===== src/rtl/md5_pkg.sv =====
// Shared MD5 definitions: word width, initial chaining value, K/S step tables,
// left-rotate helper and the controller FSM state type.
package md5_pkg;

   localparam int STATE_DWIDTH = 32;

   localparam logic [31:0] IV_A = 32'h67452301;
   localparam logic [31:0] IV_B = 32'hefcdab89;
   localparam logic [31:0] IV_C = 32'h98badcfe;
   localparam logic [31:0] IV_D = 32'h10325476;

   typedef enum logic [1:0] {
      ST_IDLE  = 2'd0,
      ST_RUN   = 2'd1,
      ST_FINAL = 2'd2
   } md5_state_e;

   // K[i] = floor(abs(sin(i+1)) * 2^32)
   function automatic logic [31:0] md5_k(input logic [5:0] i);
      logic [31:0] k;
      case (i)
         6'd0:  k = 32'hd76aa478;  6'd1:  k = 32'he8c7b756;  6'd2:  k = 32'h242070db;  6'd3:  k = 32'hc1bdceee;
         6'd4:  k = 32'hf57c0faf;  6'd5:  k = 32'h4787c62a;  6'd6:  k = 32'ha8304613;  6'd7:  k = 32'hfd469501;
         6'd8:  k = 32'h698098d8;  6'd9:  k = 32'h8b44f7af;  6'd10: k = 32'hffff5bb1;  6'd11: k = 32'h895cd7be;
         6'd12: k = 32'h6b901122;  6'd13: k = 32'hfd987193;  6'd14: k = 32'ha679438e;  6'd15: k = 32'h49b40821;
         6'd16: k = 32'hf61e2562;  6'd17: k = 32'hc040b340;  6'd18: k = 32'h265e5a51;  6'd19: k = 32'he9b6c7aa;
         6'd20: k = 32'hd62f105d;  6'd21: k = 32'h02441453;  6'd22: k = 32'hd8a1e681;  6'd23: k = 32'he7d3fbc8;
         6'd24: k = 32'h21e1cde6;  6'd25: k = 32'hc33707d6;  6'd26: k = 32'hf4d50d87;  6'd27: k = 32'h455a14ed;
         6'd28: k = 32'ha9e3e905;  6'd29: k = 32'hfcefa3f8;  6'd30: k = 32'h676f02d9;  6'd31: k = 32'h8d2a4c8a;
         6'd32: k = 32'hfffa3942;  6'd33: k = 32'h8771f681;  6'd34: k = 32'h6d9d6122;  6'd35: k = 32'hfde5380c;
         6'd36: k = 32'ha4beea44;  6'd37: k = 32'h4bdecfa9;  6'd38: k = 32'hf6bb4b60;  6'd39: k = 32'hbebfbc70;
         6'd40: k = 32'h289b7ec6;  6'd41: k = 32'heaa127fa;  6'd42: k = 32'hd4ef3085;  6'd43: k = 32'h04881d05;
         6'd44: k = 32'hd9d4d039;  6'd45: k = 32'he6db99e5;  6'd46: k = 32'h1fa27cf8;  6'd47: k = 32'hc4ac5665;
         6'd48: k = 32'hf4292244;  6'd49: k = 32'h432aff97;  6'd50: k = 32'hab9423a7;  6'd51: k = 32'hfc93a039;
         6'd52: k = 32'h655b59c3;  6'd53: k = 32'h8f0ccc92;  6'd54: k = 32'hffeff47d;  6'd55: k = 32'h85845dd1;
         6'd56: k = 32'h6fa87e4f;  6'd57: k = 32'hfe2ce6e0;  6'd58: k = 32'ha3014314;  6'd59: k = 32'h4e0811a1;
         6'd60: k = 32'hf7537e82;  6'd61: k = 32'hbd3af235;  6'd62: k = 32'h2ad7d2bb;  default: k = 32'heb86d391;
      endcase
      return k;
   endfunction

   // Shift amount depends only on the round and the step position within a group of four
   function automatic logic [4:0] md5_s(input logic [5:0] i);
      logic [4:0] s;
      case ({i[5:4], i[1:0]})
         4'h0: s = 5'd7;   4'h1: s = 5'd12;  4'h2: s = 5'd17;  4'h3: s = 5'd22;
         4'h4: s = 5'd5;   4'h5: s = 5'd9;   4'h6: s = 5'd14;  4'h7: s = 5'd20;
         4'h8: s = 5'd4;   4'h9: s = 5'd11;  4'ha: s = 5'd16;  4'hb: s = 5'd23;
         4'hc: s = 5'd6;   4'hd: s = 5'd10;  4'he: s = 5'd15;  default: s = 5'd21;
      endcase
      return s;
   endfunction

   function automatic logic [31:0] md5_rotl(input logic [31:0] x, input logic [4:0] s);
      logic [63:0] w;
      w = {x, x} << s;
      return w[63:32];
   endfunction

endpackage


===== src/rtl/md5_round_func.sv =====
// Per-step MD5 round logic: boolean function, message word index, K constant
// and rotate amount, all derived combinationally from B, C, D and the step count.
module md5_round_func
   import md5_pkg::*;
(
   input  logic [31:0] b_i,
   input  logic [31:0] c_i,
   input  logic [31:0] d_i,
   input  logic [5:0]  step_i,
   output logic [31:0] func_o,
   output logic [3:0]  g_o,
   output logic [31:0] k_o,
   output logic [4:0]  s_o
);

   logic [3:0] i_lo;

   // The message index is taken mod 16, so only the low four step bits matter
   assign i_lo = step_i[3:0];

   always_comb begin
      func_o = '0;
      g_o    = '0;
      case (step_i[5:4])
         2'd0: begin
            func_o = (b_i & c_i) | (~b_i & d_i);
            g_o    = i_lo;
         end
         2'd1: begin
            func_o = (b_i & d_i) | (c_i & ~d_i);
            g_o    = i_lo * 4'd5 + 4'd1;
         end
         2'd2: begin
            func_o = b_i ^ c_i ^ d_i;
            g_o    = i_lo * 4'd3 + 4'd5;
         end
         default: begin
            func_o = c_i ^ (b_i | ~d_i);
            g_o    = i_lo * 4'd7;
         end
      endcase
   end

   assign k_o = md5_k(step_i);
   assign s_o = md5_s(step_i);

endmodule


===== src/rtl/md5_round_ctrl.sv =====
// Iterative MD5 block controller: one step per clock against an external adder bank.
// Define MD5_MSG_BUF_EN to capture MsgBlock into a local register at Start.
module md5_round_ctrl #(
   parameter int STATE_DWIDTH = 32
)(
   input  logic                    Clk,
   input  logic                    Reset,
   input  logic                    Start,
   input  logic                    Init,
   input  logic [511:0]            MsgBlock,
   output logic                    Busy,
   output logic                    Done,
   output logic [127:0]            Digest,
   output logic [STATE_DWIDTH-1:0] Addend0A,
   output logic [STATE_DWIDTH-1:0] Addend0B,
   output logic [STATE_DWIDTH-1:0] Addend1A,
   output logic [STATE_DWIDTH-1:0] Addend1B,
   output logic [STATE_DWIDTH-1:0] Addend2A,
   output logic [STATE_DWIDTH-1:0] Addend3A,
   output logic [STATE_DWIDTH-1:0] Addend3B,
   output logic [STATE_DWIDTH-1:0] StateAReg,
   output logic [STATE_DWIDTH-1:0] StateBReg,
   output logic [STATE_DWIDTH-1:0] StateCReg,
   output logic [STATE_DWIDTH-1:0] StateDReg,
   output logic [STATE_DWIDTH-1:0] A_Reg,
   output logic [STATE_DWIDTH-1:0] B_Reg,
   output logic [STATE_DWIDTH-1:0] C_Reg,
   output logic [STATE_DWIDTH-1:0] D_Reg,
   input  logic [STATE_DWIDTH-1:0] AddResFinal1,
   input  logic [STATE_DWIDTH-1:0] AddResFinal2,
   input  logic [STATE_DWIDTH-1:0] AddResFinal3,
   input  logic [STATE_DWIDTH-1:0] ResStateAReg,
   input  logic [STATE_DWIDTH-1:0] ResStateBReg,
   input  logic [STATE_DWIDTH-1:0] ResStateCReg,
   input  logic [STATE_DWIDTH-1:0] ResStateDReg
);

   import md5_pkg::*;

   md5_state_e              state_q, state_d;
   logic [5:0]              step_q, step_d;
   logic [STATE_DWIDTH-1:0] a_q, b_q, c_q, d_q;
   logic [STATE_DWIDTH-1:0] a_d, b_d, c_d, d_d;
   logic [STATE_DWIDTH-1:0] sa_q, sb_q, sc_q, sd_q;
   logic [STATE_DWIDTH-1:0] sa_d, sb_d, sc_d, sd_d;
   logic                    busy_q, busy_d, done_q, done_d;
   logic                    start_ok;
   logic [511:0]            msg_src;
   logic [STATE_DWIDTH-1:0] msg_words [16];
   logic [STATE_DWIDTH-1:0] func;
   logic [3:0]              g_idx;
   logic [STATE_DWIDTH-1:0] k_const;
   logic [4:0]              s_amt;
   logic                    unused_sum;

`ifdef MD5_MSG_BUF_EN
   logic [511:0] msg_q, msg_d;
   assign msg_src = msg_q;
`else
   assign msg_src = MsgBlock;
`endif

   generate
      for (genvar gi = 0; gi < 16; gi++) begin : g_words
         assign msg_words[gi] = msg_src[32*gi +: 32];
      end
   endgenerate

   md5_round_func u_round_func (
      .b_i    (b_q),
      .c_i    (c_q),
      .d_i    (d_q),
      .step_i (step_q),
      .func_o (func),
      .g_o    (g_idx),
      .k_o    (k_const),
      .s_o    (s_amt)
   );

   // Adder 2 is left unused by this sequencing; its sum is intentionally dropped
   assign unused_sum = ^AddResFinal2;

   assign Addend0A = a_q;
   assign Addend0B = func;
   assign Addend1A = k_const;
   assign Addend1B = msg_words[g_idx];
   assign Addend2A = '0;
   assign Addend3A = b_q;
   assign Addend3B = md5_rotl(AddResFinal1, s_amt);

   assign StateAReg = sa_q;
   assign StateBReg = sb_q;
   assign StateCReg = sc_q;
   assign StateDReg = sd_q;
   assign A_Reg     = a_q;
   assign B_Reg     = b_q;
   assign C_Reg     = c_q;
   assign D_Reg     = d_q;
   assign Busy      = busy_q;
   assign Done      = done_q;
   assign Digest    = {sd_q, sc_q, sb_q, sa_q};

   always_comb begin
      state_d  = state_q;
      step_d   = step_q;
      a_d      = a_q;
      b_d      = b_q;
      c_d      = c_q;
      d_d      = d_q;
      sa_d     = sa_q;
      sb_d     = sb_q;
      sc_d     = sc_q;
      sd_d     = sd_q;
      done_d   = 1'b0;
      start_ok = 1'b0;
`ifdef MD5_MSG_BUF_EN
      msg_d    = msg_q;
`endif
      case (state_q)
         ST_IDLE: begin
            start_ok = Start;
            if (Start) state_d = ST_RUN;
         end
         ST_RUN: begin
            a_d    = d_q;
            d_d    = c_q;
            c_d    = b_q;
            b_d    = AddResFinal3;
            step_d = step_q + 6'd1;
            if (step_q == 6'd63) state_d = ST_FINAL;
         end
         ST_FINAL: begin
            sa_d     = ResStateAReg;
            sb_d     = ResStateBReg;
            sc_d     = ResStateCReg;
            sd_d     = ResStateDReg;
            done_d   = 1'b1;
            // Accepting here gives back-to-back blocks a 65-cycle cadence
            start_ok = Start;
            state_d  = Start ? ST_RUN : ST_IDLE;
         end
         default: state_d = ST_IDLE;
      endcase

      if (start_ok) begin
         step_d = '0;
         if (Init) begin
            sa_d = IV_A;
            sb_d = IV_B;
            sc_d = IV_C;
            sd_d = IV_D;
         end
         a_d = sa_d;
         b_d = sb_d;
         c_d = sc_d;
         d_d = sd_d;
`ifdef MD5_MSG_BUF_EN
         msg_d = MsgBlock;
`endif
      end

      busy_d = (state_d != ST_IDLE);
   end

   always_ff @(posedge Clk) begin
      if (Reset) begin
         state_q <= ST_IDLE;
         step_q  <= '0;
         a_q     <= '0;
         b_q     <= '0;
         c_q     <= '0;
         d_q     <= '0;
         sa_q    <= IV_A;
         sb_q    <= IV_B;
         sc_q    <= IV_C;
         sd_q    <= IV_D;
         busy_q  <= 1'b0;
         done_q  <= 1'b0;
`ifdef MD5_MSG_BUF_EN
         msg_q   <= '0;
`endif
      end else begin
         state_q <= state_d;
         step_q  <= step_d;
         a_q     <= a_d;
         b_q     <= b_d;
         c_q     <= c_d;
         d_q     <= d_d;
         sa_q    <= sa_d;
         sb_q    <= sb_d;
         sc_q    <= sc_d;
         sd_q    <= sd_d;
         busy_q  <= busy_d;
         done_q  <= done_d;
`ifdef MD5_MSG_BUF_EN
         msg_q   <= msg_d;
`endif
      end
   end

endmodule


===== config.mk =====
export PLATFORM = sky130hd
export DESIGN_NAME = md5_round_ctrl
export DESIGN_NICKNAME = d
export VERILOG_FILES = /design/src/rtl/md5_pkg.sv /design/src/rtl/md5_round_func.sv /design/src/rtl/md5_round_ctrl.sv
export SDC_FILE = /design/constraint.sdc
export NUM_CORES = 1
export LEC_CHECK = 0
export ABC_CLOCK_PERIOD_IN_PS = 3550
export CORE_AREA = 2 2 532 534
export CTS_CLUSTER_DIAMETER = 40
export DETAILED_ROUTE_END_ITERATION = 8
export DIE_AREA = 0 0 534 536
export GPL_ROUTABILITY_DRIVEN = 0
export SYNTH_ARGS = -nofsm -noshare
export SYNTH_HDL_FRONTEND = slang
export SYNTH_SLANG_ARGS = --single-unit

===== constraint.sdc =====
create_clock -name Clk -period 3.55 [get_ports Clk]
set_input_delay 0.5325 -clock Clk [delete_from_list [all_inputs] [get_ports Clk]]
set_output_delay 0.5325 -clock Clk [all_outputs]
set_load 0.01 [all_outputs]

==> out/qor.yml <==
clocking:
  clock_latency_ns: 0.78
  cts.htree.levels: 3
  cts_buffers: 78
  clkSinkCount: 303
  root_buffer: "clkbuf_16"
  cts_tree: "done"
  clk_path_buf_depth: 4
  path_clk_slew_ns: 0.04
cells_and_area:
  layout-drive-gt1-share_pct: 20.7
  nNetsFinal: 4826
  syn2layout_area_growth_pct: 91.6
  stdcell_count: 7951
detailed_routing:
  drc: 0
  via_per_inst: 3.83
  wl_per_cell_um: 33.3
  vias: 30460
  finalWirelength_um: 265000
  final_antenna_net_count: 0
  drt_first_pass_iters: 6
  drtIter0Drc: 3175
power:
  p_leak_nw: 16.9
  ir_drop_mv: 0.311
  power.internal_w: 0.0108
  powerDensity_mw_per_mm2: 345
  pwr-share-clk_pct: 46.1
  switching_power_w: 0.00503
  pwr-share-comb_pct: 29.7
  switching_share_pct: 31.8
  p_seq_share_pct: 24.2
placement:
  place_inst: 7664
  pre_cts_ws_ns: -0.712
  io_buffers: 1285
  post-dp-hpwl_um: 222000
global_routing:
  grt_pass1_wl_um: 324000
  use_met3_pct: 9.59
  grt_pass1_vias: 28059
  met1_usage_pct: 18.9
  gr-total-overflow: 0
  use_met2_pct: 28.1
  antenna_found_initial: 220
  grt_busiest_layer: "met2"
  grt_max_degree: 131
  grt_use_total_pct: 17.6
min_path:
  holdCritPathClass: "input port to register"
logic_synthesis:
  synth_edf_count: 0
  synthDistinctLibCells: 72
  yosysSeqAreaShare_pct: 25.3
  post_synth.cell_area_avg_sq_um: 8.56
  synthArstFlopShare_pct: 0
  syn_area_sq_mm: 0.0240
  ys.flop_type: "dfxtp_1"
  ys_seq_elements: 303
  syn_inst: 2805
  ys_warn_count: 0
outcome:
  violations: "setup timing"
  status: "finished, violations left"
setup_path:
  cp.required_ns: 3.02
  worstSetupPathType: "register to output port"
  rrSetupSlack_ns: 0.07
  worst-path-max-fanout: 7
  arrival_ns: 3.69
  end_kind: "output port"
  critPathLaunchType: "register"
die:
  start_util_pct: 8.55
  die_h_um: 536
  die_w_um: 534
  die_area_sq_mm: 0.286
  core_area_sq_mm: 0.281
  num_io_pins: 1350
  num_rows: 195
timing:
  max-slew-margin-rel_pct: 29.1
  fin_crit_ns: 4.22
  worstMarginPinSlew_ns: 1.06
  fin_skew_ns: 0.101
  hold_violations: 0
  slew_viol_final: 0
  setup_violations: 32
  period_share_pct: 119
  rsz0062_at_grt: "true"
  fin_ws_ns: -0.670
  fmax_mhz: 237
job:
  maxCapViolCount: 0
-- final timing paths --
check	from	to	cells past startpoint
max	step_q[2]$_SDFFE_PP0P_	Addend1B[14]	13
min	Reset	state_q[1]$_SDFF_PP0_	2
max reg2reg	step_q[0]$_SDFFE_PP0P_	u_round_func.k_o[21]$_DFF_P_	13
min reg2reg	A_Reg[26]$_SDFFE_PP0P_	A_Reg[26]$_SDFFE_PP0P_	2
-- state kept, by name, summed over array words and instances, names as in the netlist, 32 cells and up --
name / cells
A_Reg: 32
Addend3A: 32
C_Reg: 32
D_Reg: 32
StateAReg: 32
StateBReg: 32
StateCReg: 32
StateDReg: 32
u_round_func.k_o: 32
-- layout by cell type (no fill, tap or decap), types with 18 or more instances in the layout --
master and count:
buf_2 22, nand3_1 29, conb_1 32, o22a_1 42, diode_2 90, inv_1 21
o21ai_0 161, o211ai_1 40, a211oi_1 39, dlygate4sd2_1 30, a21oi_1 275, dfxtp_1 295
buf_12 44, buf_6 25, a31oi_1 45, clkbuf_16 81, mux2_2 30, nor2b_1 28
a21oi_2 21, o221ai_1 24, buf_4 254, xnor2_1 56, mux2i_1 215, nor2b_4 20
clkdlybuf4s50_1 1217, nor3_1 27, o21ai_1 24, nor2_1 301, o22ai_1 18, mux4_2 161
nand2_1 214
-- power by group through the flow --
| stage | clock network [W] | registers (W) | logic [W] |
|---|---|---|---|
| 2_1_floorplan | 0 | 0.00382 | 0.00184 |
| 3_3_place_gp | 0 | 0.00389 | 0.00452 |
| 3_5_place_dp | 0 | 0.00389 | 0.00452 |
| 4_1_cts | 0.00752 | 0.00383 | 0.00463 |
| 5_1_grt | 0.00761 | 0.00385 | 0.00496 |
| 6_report | 0.00731 | 0.00383 | 0.00471 |
-- metrics by stage --
| stage | setup TNS [ns] | hold WS, ns | power (W) | instance area (sq um) | utilization [%] |
|---|---|---|---|---|---|
| after global routing | -21.50 | 0.175 | 0.0164 | 45900 | 16.3 |
| final | -17.70 | 0.217 | 0.0158 | 46000 | 16.4 |
| after CTS | -20.73 | 0.132 | 0.0160 | 45200 | 16.1 |
| after global placement | -15.63 | 0.502 | 0.00841 | 41400 | 14.7 |
| after floorplan | 0 | 0.521 | 0.00566 | 24100 | - |
| after detailed placement | -14.91 | 0.515 | 0.00841 | 41400 | 14.7 |
-- layer usage --
layer	part of all wire (%)	vias to the layer above
met3	13	695
met1	36	14417
met4	5.4	138
li1	-	12708
met2	45	2502
met5	0.55	-
-- final cells by class --
| class | instances | area [sq um] |
|---|---|---|
| inverters | 29 | 114 |
| fillers | 31486 | 235000 |
| well taps | 3743 | 4680 |
| diodes | 90 | 225 |
| repair buffers | 1622 | 16300 |
| flip-flops and latches | 303 | 6080 |
| multi-input cells | 2030 | 16000 |
| clock buffers | 94 | 2130 |
| clock inverters | 40 | 487 |
-- critical path: stages, from the launching register on --
cell	delay (ns)
dfxtp_2	0.34
inv_4	0.05
ha_4	0.24
fa_1	0.53
inv_1	0.04
mux4_4	0.62
buf_12	0.18
buf_12	0.15
buf_16	0.15
buf_12	0.15
nor2b_4	0.12
a211oi_2	0.04
a21oi_1	0.18
buf_2	0.17
-- repair_timing --
item / CTS / global route
endpoints found under the setup margin: 94 / 57
hold buffers: 0 / 0
pin swaps: 39 / 31
gates cloned: 13 / 2
gates resized for setup: 343 / 76
buffers inserted: 27 / 32
-- logic make-up (layout without fill, tap and decap cells) --
group | count (synthesis) | count (layout) | synth area share [%]
mux | 423 | 423 | 26.2
xor+xnor | 65 | 65 | 2.40
buf+inv | 503 | 1785 | 12.1
flops | 303 | 303 | 25.3
compound gates | 807 | 807 | 20.6
other cells | 1 | 122 | 0.0156
fa+ha+maj | 22 | 22 | 1.21
simple gates | 681 | 681 | 12.2
-- cell usage after synthesis (6+ instances only) --
master | instances | share of area [%]
a211oi_1 | 67 | 2.1
a21o_1 | 10 | 0.31
a21oi_1 | 298 | 6.2
a221oi_1 | 6 | 0.22
a31oi_1 | 45 | 1.2
and3_1 | 6 | 0.16
buf_1 | 23 | 0.36
buf_2 | 61 | 1.3
buf_4 | 243 | 7.6
clkbuf_1 | 143 | 2.2
dfxtp_1 | 303 | 25
ha_1 | 20 | 1.0
inv_1 | 26 | 0.41
mux2_2 | 31 | 1.5
mux2i_1 | 230 | 9.6
mux4_2 | 162 | 15
nand2_1 | 216 | 3.4
nand2b_1 | 21 | 0.55
nand3_1 | 29 | 0.60
nor2_1 | 303 | 4.7
nor2b_1 | 57 | 1.5
nor3_1 | 27 | 0.56
o211ai_1 | 40 | 1.3
o21ai_0 | 184 | 3.8
o21ai_1 | 6 | 0.13
o221a_2 | 8 | 0.38
o221ai_1 | 24 | 0.88
o22a_1 | 42 | 1.5
o22ai_1 | 18 | 0.47
o311ai_0 | 7 | 0.26
o31ai_1 | 6 | 0.19
xnor2_1 | 59 | 2.2
Note: power is estimated with default switching activity, not from simulation.
